===== src/rtl/mmc_ctrl_pkg.sv =====
// Shared definitions for the MMC SPI command-layer initialisation sequencer.
// Holds the sequencer state encoding, the byte-interface grant codes, the
// idle byte value and the default dummy-byte / timeout counts.
package mmc_ctrl_pkg;

  typedef enum logic [2:0] {
    ST_IDLE       = 3'd0,
    ST_DUMMY      = 3'd1,
    ST_CMD0_START = 3'd2,
    ST_CMD0_WAIT  = 3'd3,
    ST_CMD1_START = 3'd4,
    ST_CMD1_WAIT  = 3'd5,
    ST_READY      = 3'd6,
    ST_ERROR      = 3'd7
  } init_state_t;

  typedef enum logic [1:0] {
    GNT_NONE = 2'd0,
    GNT_CMD0 = 2'd1,
    GNT_CMD1 = 2'd2,
    GNT_USER = 2'd3
  } grant_t;

  localparam logic [7:0]  MMC_IDLE_BYTE       = 8'hFF;
  localparam int unsigned DEFAULT_DUMMY_BYTES = 10;
  localparam logic [23:0] DEFAULT_TIMEOUT     = 24'd1000000;

endpackage


===== src/rtl/mmc_byte_if_mux.sv =====
// Combinational arbiter between three byte sources (CMD0 block, CMD1 block,
// user path) and the MMC byte transport.
// Ports:
//   grant            selects which source drives the transport
//   idle_req         request driven to the transport when no source is granted
//   cmd0_*/cmd1_*/user_*  per-source req/cs/data in, busy back out
//   mmc_busy         transport busy in
//   mmc_req/cs/data  transport request/chip-select/byte out
// Non-granted sources always see busy=1.
module mmc_byte_if_mux
  import mmc_ctrl_pkg::*;
(
  input  grant_t     grant,
  input  logic       idle_req,
  input  logic       cmd0_req,
  input  logic       cmd0_cs,
  input  logic [7:0] cmd0_data,
  output logic       cmd0_busy,
  input  logic       cmd1_req,
  input  logic       cmd1_cs,
  input  logic [7:0] cmd1_data,
  output logic       cmd1_busy,
  input  logic       user_req,
  input  logic       user_cs,
  input  logic [7:0] user_data,
  output logic       user_busy,
  input  logic       mmc_busy,
  output logic       mmc_req,
  output logic       mmc_cs,
  output logic [7:0] mmc_data
);

  always_comb begin
    mmc_req   = idle_req;
    mmc_cs    = 1'b1;
    mmc_data  = MMC_IDLE_BYTE;
    cmd0_busy = 1'b1;
    cmd1_busy = 1'b1;
    user_busy = 1'b1;
    case (grant)
      GNT_CMD0: begin
        mmc_req   = cmd0_req;
        mmc_cs    = cmd0_cs;
        mmc_data  = cmd0_data;
        cmd0_busy = mmc_busy;
      end
      GNT_CMD1: begin
        mmc_req   = cmd1_req;
        mmc_cs    = cmd1_cs;
        mmc_data  = cmd1_data;
        cmd1_busy = mmc_busy;
      end
      GNT_USER: begin
        mmc_req   = user_req;
        mmc_cs    = user_cs;
        mmc_data  = user_data;
        user_busy = mmc_busy;
      end
      default: ;
    endcase
  end

endmodule


===== src/rtl/mmc_cmd_control_layer_init_seq.sv =====
// Power-up initialisation sequencer and byte-interface arbiter for the MMC
// SPI command layer. Sends P_DUMMY_BYTES 0xFF bytes with CS high, runs the
// CMD0 then CMD1 sub-blocks under a cycle timeout, then hands the byte
// interface to the user path.
// Ports:
//   iCLOCK, iRESET_SYNC         clock, synchronous active-high reset
//   iINIT_START                 start / restart (IDLE, READY, ERROR only)
//   oINIT_BUSY/DONE/ERROR       status levels
//   oSUB_RESET                  one-cycle sub-block reset on timeout
//   oCMDx_START, iCMDx_END      sub-block handshake
//   iCMDx_MMC_*, oCMDx_MMC_BUSY sub-block byte interface
//   iUSER_MMC_*, oUSER_MMC_BUSY user byte interface
//   oMMC_REQ/CS/DATA, iMMC_BUSY transport byte interface
module mmc_cmd_control_layer_init_seq
  import mmc_ctrl_pkg::*;
#(
  parameter int unsigned P_DUMMY_BYTES = DEFAULT_DUMMY_BYTES,
  parameter logic [23:0] P_TIMEOUT     = DEFAULT_TIMEOUT
) (
  input  logic       iCLOCK,
  input  logic       iRESET_SYNC,
  input  logic       iINIT_START,
  output logic       oINIT_BUSY,
  output logic       oINIT_DONE,
  output logic       oINIT_ERROR,
  output logic       oSUB_RESET,
  output logic       oCMD0_START,
  input  logic       iCMD0_END,
  input  logic       iCMD0_MMC_REQ,
  input  logic       iCMD0_MMC_CS,
  input  logic [7:0] iCMD0_MMC_DATA,
  output logic       oCMD0_MMC_BUSY,
  output logic       oCMD1_START,
  input  logic       iCMD1_END,
  input  logic       iCMD1_MMC_REQ,
  input  logic       iCMD1_MMC_CS,
  input  logic [7:0] iCMD1_MMC_DATA,
  output logic       oCMD1_MMC_BUSY,
  input  logic       iUSER_MMC_REQ,
  input  logic       iUSER_MMC_CS,
  input  logic [7:0] iUSER_MMC_DATA,
  output logic       oUSER_MMC_BUSY,
  output logic       oMMC_REQ,
  input  logic       iMMC_BUSY,
  output logic       oMMC_CS,
  output logic [7:0] oMMC_DATA
);

  localparam logic [7:0]  DUMMY_LAST   = 8'(P_DUMMY_BYTES - 32'd1);
  localparam logic [23:0] TIMEOUT_LAST = P_TIMEOUT - 24'd1;

  init_state_t state_q, state_d;
  logic [7:0]  dummy_cnt;
  logic [23:0] timeout_cnt;
  grant_t      grant;
  logic        idle_req;
  logic        byte_accept;
  logic        timeout_hit;

  assign byte_accept = oMMC_REQ && !iMMC_BUSY;
  assign timeout_hit = (timeout_cnt == TIMEOUT_LAST);

  // State register
  always_ff @(posedge iCLOCK) begin
    if (iRESET_SYNC) state_q <= ST_IDLE;
    else             state_q <= state_d;
  end

  // Counters. The dummy counter is held at zero outside DUMMY, which is
  // equivalent to clearing it on entry.
  always_ff @(posedge iCLOCK) begin
    if (iRESET_SYNC) begin
      dummy_cnt   <= '0;
      timeout_cnt <= '0;
    end else begin
      if (state_q != ST_DUMMY)
        dummy_cnt <= '0;
      else if (byte_accept)
        dummy_cnt <= dummy_cnt + 8'd1;

      if (state_q == ST_CMD0_START || state_q == ST_CMD1_START)
        timeout_cnt <= '0;
      else if (state_q == ST_CMD0_WAIT || state_q == ST_CMD1_WAIT)
        timeout_cnt <= timeout_cnt + 24'd1;
    end
  end

  // Next-state logic
  always_comb begin
    state_d = state_q;
    case (state_q)
      ST_IDLE:       if (iINIT_START) state_d = ST_DUMMY;
      ST_DUMMY:      if (byte_accept && dummy_cnt == DUMMY_LAST) state_d = ST_CMD0_START;
      ST_CMD0_START: state_d = ST_CMD0_WAIT;
      ST_CMD0_WAIT: begin
        // END wins over a timeout landing on the same cycle
        if (iCMD0_END)        state_d = ST_CMD1_START;
        else if (timeout_hit) state_d = ST_ERROR;
      end
      ST_CMD1_START: state_d = ST_CMD1_WAIT;
      ST_CMD1_WAIT: begin
        if (iCMD1_END)        state_d = ST_READY;
        else if (timeout_hit) state_d = ST_ERROR;
      end
      ST_READY:      if (iINIT_START) state_d = ST_DUMMY;
      ST_ERROR:      if (iINIT_START) state_d = ST_DUMMY;
      default:       state_d = ST_IDLE;
    endcase
  end

  // Output logic
  always_comb begin
    oINIT_BUSY  = 1'b0;
    oINIT_DONE  = 1'b0;
    oINIT_ERROR = 1'b0;
    oSUB_RESET  = 1'b0;
    oCMD0_START = 1'b0;
    oCMD1_START = 1'b0;
    grant       = GNT_NONE;
    idle_req    = 1'b0;
    case (state_q)
      ST_DUMMY: begin
        oINIT_BUSY = 1'b1;
        idle_req   = !iMMC_BUSY;
      end
      ST_CMD0_START: begin
        oINIT_BUSY  = 1'b1;
        oCMD0_START = 1'b1;
      end
      ST_CMD0_WAIT: begin
        oINIT_BUSY = 1'b1;
        grant      = GNT_CMD0;
        oSUB_RESET = !iCMD0_END && timeout_hit;
      end
      ST_CMD1_START: begin
        oINIT_BUSY  = 1'b1;
        oCMD1_START = 1'b1;
      end
      ST_CMD1_WAIT: begin
        oINIT_BUSY = 1'b1;
        grant      = GNT_CMD1;
        oSUB_RESET = !iCMD1_END && timeout_hit;
      end
      ST_READY: begin
        oINIT_DONE = 1'b1;
        grant      = GNT_USER;
      end
      ST_ERROR: oINIT_ERROR = 1'b1;
      default: ;
    endcase
  end

  mmc_byte_if_mux u_mux (
    .grant     (grant),
    .idle_req  (idle_req),
    .cmd0_req  (iCMD0_MMC_REQ),
    .cmd0_cs   (iCMD0_MMC_CS),
    .cmd0_data (iCMD0_MMC_DATA),
    .cmd0_busy (oCMD0_MMC_BUSY),
    .cmd1_req  (iCMD1_MMC_REQ),
    .cmd1_cs   (iCMD1_MMC_CS),
    .cmd1_data (iCMD1_MMC_DATA),
    .cmd1_busy (oCMD1_MMC_BUSY),
    .user_req  (iUSER_MMC_REQ),
    .user_cs   (iUSER_MMC_CS),
    .user_data (iUSER_MMC_DATA),
    .user_busy (oUSER_MMC_BUSY),
    .mmc_busy  (iMMC_BUSY),
    .mmc_req   (oMMC_REQ),
    .mmc_cs    (oMMC_CS),
    .mmc_data  (oMMC_DATA)
  );

endmodule


===== config.mk =====
export PLATFORM = sky130hd
export DESIGN_NAME = mmc_cmd_control_layer_init_seq
export DESIGN_NICKNAME = d
export VERILOG_FILES = /design/src/rtl/mmc_ctrl_pkg.sv /design/src/rtl/mmc_byte_if_mux.sv /design/src/rtl/mmc_cmd_control_layer_init_seq.sv
export SDC_FILE = /design/constraint.sdc
export NUM_CORES = 1
export LEC_CHECK = 0
export BUFFER_PORTS_ARGS = -buffer_cell sky130_fd_sc_hd__buf_2
export CORE_UTILIZATION = 40
export CTS_CLUSTER_SIZE = 8
export DETAILED_ROUTE_END_ITERATION = 6
export MAX_ROUTING_LAYER = met4
export SKIP_CTS_REPAIR_TIMING = 1
export SLEW_MARGIN = 30
export SYNTH_ARGS = -nofsm -noshare
export SYNTH_HDL_FRONTEND = slang
export SYNTH_SLANG_ARGS = --single-unit

===== constraint.sdc =====
create_clock -name iCLOCK -period 2 [get_ports iCLOCK]
set_input_delay 0.2 -clock iCLOCK [delete_from_list [all_inputs] [get_ports iCLOCK]]
set_output_delay 0.2 -clock iCLOCK [all_outputs]
set_load 0.02 [all_outputs]

==> impl_metrics.tcl, run 1 <==
set metrics [dict create \
    status "finished clean" \
    io_buffers 54 \
    slew_headroom 0.770 \
    path_class "reg -> out" \
    cts_buffers 5 \
    io_pins 55 \
    synthSimpleGateAreaFrac 0.322 \
    synth.distinct_cells 48 \
    crit_fanout 5 \
    worstPathCellList "nor4b_4, nand4_1, or3_4, nor2_1, buf_4" \
    cts_root_buffer "clkbuf_8" \
    start_util 0.427 \
    grt_util_met2 0.342 \
    row_count 25 \
    critPathBufInv 1 \
    antennaDiodeCount 0 \
    fin_crit_sh 0.983 \
    grt.busiest_layer "met2" \
    synth_area_mm2 0.00209 \
    yosys-mux-area-fraction 0 \
    worst_slack_ns 0.0336 \
    dp_hpwl_mm 3.75 \
    synth_area_per_cell_um2 7.67 \
    grt_use_met1 0.234 \
    wire_per_inst_um 12.6 \
    synth_seq_area_share 0.336 \
    fin_crit_ns 1.97 \
    cts.sink_count 35 \
    die_w_um 74.2 \
    critPathLaunch "timeout_cnt[8]" \
    synthAdderAreaFrac 0.0180 \
    slew_viol_final 0 \
    ys_ff_latch 35 \
    gp_congestion 0.784 \
    drtIter0Drc 72 \
    peakVddDrop_mv 0.416 \
    drcViolationCount 0 \
    min_path_type "in -> reg" \
    grt_pass1_wl_mm 8.40 \
    cp_top_family "simple AND/OR/NAND/NOR gates" \
    pwr_density_cell_mw_per_mm2 606 \
    dr_total_vias 2077 \
    endpoint "oSUB_RESET" \
    grt_max_degree 25 \
    htree_levels 2 \
    critical_path_required_ns 1.80 \
    final-hold-violation-count 0 \
    dp_slack_ns 0.179 \
    synth_top_family_by_area "simple AND/OR/NAND/NOR gates" \
    cap_violations 0 \
    synth.area.top_cells "dfxtp_1, nor2_1, xnor2_1, a21oi_1, nand2_1" \
    slowest_stage "or3_4" \
    coreArea_mm2 0.00488 \
    worst_slew_pin_slew_ns 0.341 \
    vias_per_cell 5.17 \
    slowest_delay_ns 0.43 \
    setup_viol 0 \
    clk_latency_ns 0.29 \
    die_y_um 74.2 \
    grt.total_usage 0.201 \
    syn_inst 272 \
    reg2reg_slack_ns 0.17 \
    tritoncts "built" \
    syn2layout_area_growth_pct 26.4 \
    drive_gt1_frac 0.287 \
    synth_xor_area_frac 0.101 \
    whs_ns 0.196 \
    dieArea_mm2 0.00551 \
    timing.rr.start "state_q[1]" \
    synth-compound-area-share 0.168 \
    endpoint_kind "output pin" \
    overflow 0 \
    cts_buffer_depth 2 \
    grt_setup_unrepaired "yes" \
    cp.depth 5 \
    nets 373 \
    synth_warnings 0 \
    max_freq_mhz 509 \
    antenna_found_initial 0 \
    yosys.area.top_type "dfxtp_1" \
    synth_edf_count 0 \
    synth-main-ff-cell "dfxtp_1" \
    hold_path_depth 2 \
    synth.most_common_cell "nor2_1" \
    ant_nets 0 \
    reg2reg_depth 6 \
    drt-total-wl_mm 5.06 \
    p_leak_nw 0.990 \
    drtPass1Iterations 4 \
    synth.top_cells.by_count "nor2_1, dfxtp_1, nand2_1, a21oi_1, xnor2_1" \
    use_met3 0.0420 \
    grt_pass1_vias 1920 \
    skew_ns 0.00381 \
    cts.clk_slew.worst_paths_ns 0.07 \
    critPathLaunchType "flop" \
    synth_fp_nets 311 \
    r2r-end "dummy_cnt[5]" \
    worst_ep_arrival_time_ns 1.77 \
    final_util 0.540 \
    yosys.area.top_type_share 0.336 \
    ys_async_sr_fraction 0 \
]
where the power goes:
group | leakage (nW) | switching, mW | internal, mW
registers | 0.285 | 0.00973 | 0.703
logic | 0.644 | 0.127 | 0.0947
clock network | 0.0612 | 0.260 | 0.403
layout make-up:
type	instances	area, um2
Fill cell	493	2240
Timing Repair Buffer	69	385
Inverter	11	41.3
Multi-Input combinational cell	212	1300
Sequential cell	35	707
Tap cell	67	83.8
Clock inverter	2	35.0
Clock buffer	6	82.6
per-layer routing:
| layer | vias up | wire length (um) |
|---|---|---|
| met5 | - | 0 |
| met4 | 0 | 76 |
| met3 | 9 | 183 |
| met2 | 42 | 2440 |
| met1 | 945 | 2360 |
| li1 | 1081 | - |
how the worst min path moves through the flow:
stage / from / to / slack [ns]
2_1_floorplan: iRESET_SYNC / state_q[2] / 0.28
3_3_place_gp: dummy_cnt[7] / dummy_cnt[7] / 0.48
3_5_place_dp: dummy_cnt[7] / dummy_cnt[7] / 0.48
4_1_cts: iRESET_SYNC / state_q[2] / 0.19
5_1_grt: iRESET_SYNC / state_q[2] / 0.20
6_report: iRESET_SYNC / state_q[2] / 0.20
worst register-to-register path, stage by stage (launching register included):
cell      delay (ns)
dfxtp_1         0.35
buf_4           0.18
nand2b_1        0.17
o22ai_2         0.21
o211ai_2        0.18
or4_1           0.54
a21oi_1         0.15
cell families after synthesis:
family                     count (synthesis)
AOI/OAI and AO/OA                         55
and+or+nand+nor                          130
DFF                                       35
buffers and inverters                     25
xor gates and xnor gates                  24
adders and majority gates                  3
flip-flops by register name (all words and copies together) (netlist names):
signal and count:
dummy_cnt 8, state_q 3, timeout_cnt 24
cells in the final DEF (no fill, tap or decap), drive strengths merged, types with 2 or more instances in the layout:
cell type  netlist  layout
o211ai           3       3
nor3            11      11
o21ai            7       7
xnor2           16      16
nor2            45      45
a21oi           20      20
or4              4       4
nand3            7       7
nand3b           2       2
dfxtp           35      35
buf              7      69
nor2b            2       2
nor4b            3       3
and3             4       4
or3              7       7
ha               3       3
nand2           25      25
nor4             4       4
clkbuf           7       6
o22ai           12      12
inv             11      11
nand4            9       9
nand2b           4       4
o21a             2       2
xor2             8       8
and2             2       2
o31ai            2       2
metrics by stage:
stage | instances | TNS, ns | power, mW | instance area (um2)
after floorplan | 272 | 0 | 0.858 | 2090
after global placement | 394 | 0 | 0.948 | 2480
after detailed placement | 394 | 0 | 0.950 | 2480
after CTS | 402 | -0.197 | 1.62 | 2600
after global routing | 402 | -0.0446 | 1.67 | 2640
final | 402 | 0 | 1.60 | 2640
Note: power is estimated with default switching activity, not from simulation.
==> run 2: changes to the inputs <==
--- a/config.mk
+++ b/config.mk
@@ -7,8 +7,11 @@
 export LEC_CHECK = 0
 export BUFFER_PORTS_ARGS = -buffer_cell sky130_fd_sc_hd__buf_2
-export CORE_UTILIZATION = 40
+export CELL_PAD_IN_SITES_DETAIL_PLACEMENT = 0
+export CELL_PAD_IN_SITES_GLOBAL_PLACEMENT = 1
+export CORE_UTILIZATION = 38
 export CTS_CLUSTER_SIZE = 8
 export DETAILED_ROUTE_END_ITERATION = 6
 export MAX_ROUTING_LAYER = met4
+export PLACE_DENSITY_LB_ADDON = 0.1
 export SKIP_CTS_REPAIR_TIMING = 1
 export SLEW_MARGIN = 30
==> constraint.sdc (replaced) <==
create_clock -name iCLOCK -period 2 [get_ports iCLOCK]
set_input_delay 0.3 -clock iCLOCK [delete_from_list [all_inputs] [get_ports iCLOCK]]
set_output_delay 0.3 -clock iCLOCK [all_outputs]
set_load 0.02 [all_outputs]
==> impl_metrics.tcl, run 2 (synthesis gave the netlist of run 1 again) <==
set metrics [dict create \
    reg2reg_depth 6 \
    io_pins 55 \
    dieArea_mm2 0.00579 \
    min_from "iRESET_SYNC" \
    critical_path_required_ns 1.70 \
    cap_violations 0 \
    slew_viol_final 0 \
    grt_pass1_vias 2011 \
    overflow 0 \
    worst_ep_arrival_time_ns 1.65 \
    final_util 0.522 \
    crit_fanout 3 \
    drtPass1Iterations 4 \
    nets 375 \
    pwr_density_cell_mw_per_mm2 583 \
    wl_met1_mm 2.49 \
    min_path_type "in -> reg" \
    antennaDiodeCount 0 \
    grt_max_degree 25 \
    fillers 529 \
    dr_wl_met3_um 197 \
    top_layer "met4" \
    dr_total_vias 2072 \
    min_delay_worst_endpoint "state_q[2]" \
    tritoncts "built" \
    regArea_um2 713 \
    grt_pass1_wl_mm 9.26 \
    antenna_found_initial 0 \
    final-hold-violation-count 0 \
    timing.rr.start "state_q[1]" \
    setup_viol 0 \
    die_w_um 76.1 \
    multi_input_area_mm2 0.00134 \
    cts_buffer_depth 2 \
    layout_commonest_cell "buf_2" \
    cts_buffers 5 \
    start_util 0.401 \
    wl_met2_mm 2.56 \
    htree_levels 2 \
    peakVddDrop_mv 0.494 \
    io_buffers 54 \
    skew_ns 0.00779 \
    ant_nets 0 \
    clk_latency_ns 0.29 \
    drcViolationCount 0 \
    reg2reg_slack_ns 0.21 \
    top_regs "timeout_cnt x24, dummy_cnt x8, state_q x3" \
    mostFrequentLayoutCells "buf_2, nor2_1, dfxtp_1, nand2_1, a21oi_1" \
    cts_root_buffer "clkbuf_8" \
    coreArea_mm2 0.00520 \
    slew_headroom 0.773 \
    drtIter0Drc 53 \
    largest_reg_flops 24 \
    r2r-end "dummy_cnt[5]" \
    cts.clk_slew.worst_paths_ns 0.08 \
    worst_slew_pin_slew_ns 0.339 \
    fin_crit_sh 0.977 \
    grt_setup_unrepaired "yes" \
    fin_crit_ns 1.95 \
    syn2layout_area_growth_pct 30.3 \
    wire_per_inst_um 13.1 \
    drive_gt1_frac 0.309 \
    critPathLaunchType "flop" \
    max_freq_mhz 512 \
    path_class "reg -> out" \
    vias_per_cell 5.09 \
    regMostFlops "timeout_cnt" \
    die_y_um 76.1 \
    status "finished clean" \
    drt-total-wl_mm 5.33 \
    p_leak_nw 1.02 \
    dp_hpwl_mm 3.94 \
    grt.total_usage 0.202 \
    cts.sink_count 35 \
    hold_path_depth 2 \
    gp_congestion 0.853 \
    row_count 26 \
    dp_cells 398 \
    endpoint_kind "output pin" \
    final_cells 407 \
]
## run 2: cell types whose count changed in the layout (fill, tap and decap cells not counted), sizes merged
cell    previous run  this run
clkinv             1         2
clkbuf             6         5
buf               69        71
## run 2: critical path: stages, from the launching register on
cell,delay (ns)
dfxtp_4,0.37
nor4b_4,0.27
nand4_1,0.13
or3_4,0.38
nor2_4,0.09
buf_6,0.11
## run 2: worst max path at each step
stage,to,cells after the start,slack [ns],startpoint
final,oSUB_RESET,5,0.05,timeout_cnt[20]
after detailed placement,dummy_cnt[5],6,0.07,state_q[2]
after CTS,oSUB_RESET,5,-0.19,timeout_cnt[10]
after global placement,oSUB_RESET,5,0.14,timeout_cnt[10]
after global routing,oSUB_RESET,4,-0.06,timeout_cnt[16]
after floorplan,oMMC_CS,6,0.21,state_q[1]
## run 2: where the power goes
group          internal (mW)  switching (mW)
Clock                  0.371           0.263
Combinational          0.102           0.136
Sequential             0.701          0.0100
## run 2: metal layers
layer / global-route usage / vias to the layer above
li1: - / 1089
met1: 0.243 / 930
met2: 0.338 / 45
met3: 0.0395 / 8
met4: 0.0673 / 0
met5: - / -
## run 2: area by class of cell
cell class / count / area share
Clock buffer: 5 / 0.0253
Clock inverter: 3 / 0.0161
Inverter: 11 / 0.0152
Multi-Input combinational cell: 212 / 0.494
Sequential cell: 35 / 0.262
Tap cell: 70 / 0.0322
Timing Repair Buffer: 71 / 0.155
## run 2: stage by stage
step	power [mW]	area [um2]	hold WS, ns	TNS, ns	setup WS, ns
floorplan	0.858	2090	0.379	0	0.215
global placement	0.951	2490	0.478	0	0.143
detailed placement	0.953	2490	0.479	0	0.0716
CTS	1.60	2600	0.295	-0.502	-0.195
global route	1.68	2720	0.303	-0.0584	-0.0584
finish	1.58	2720	0.286	0	0.0453
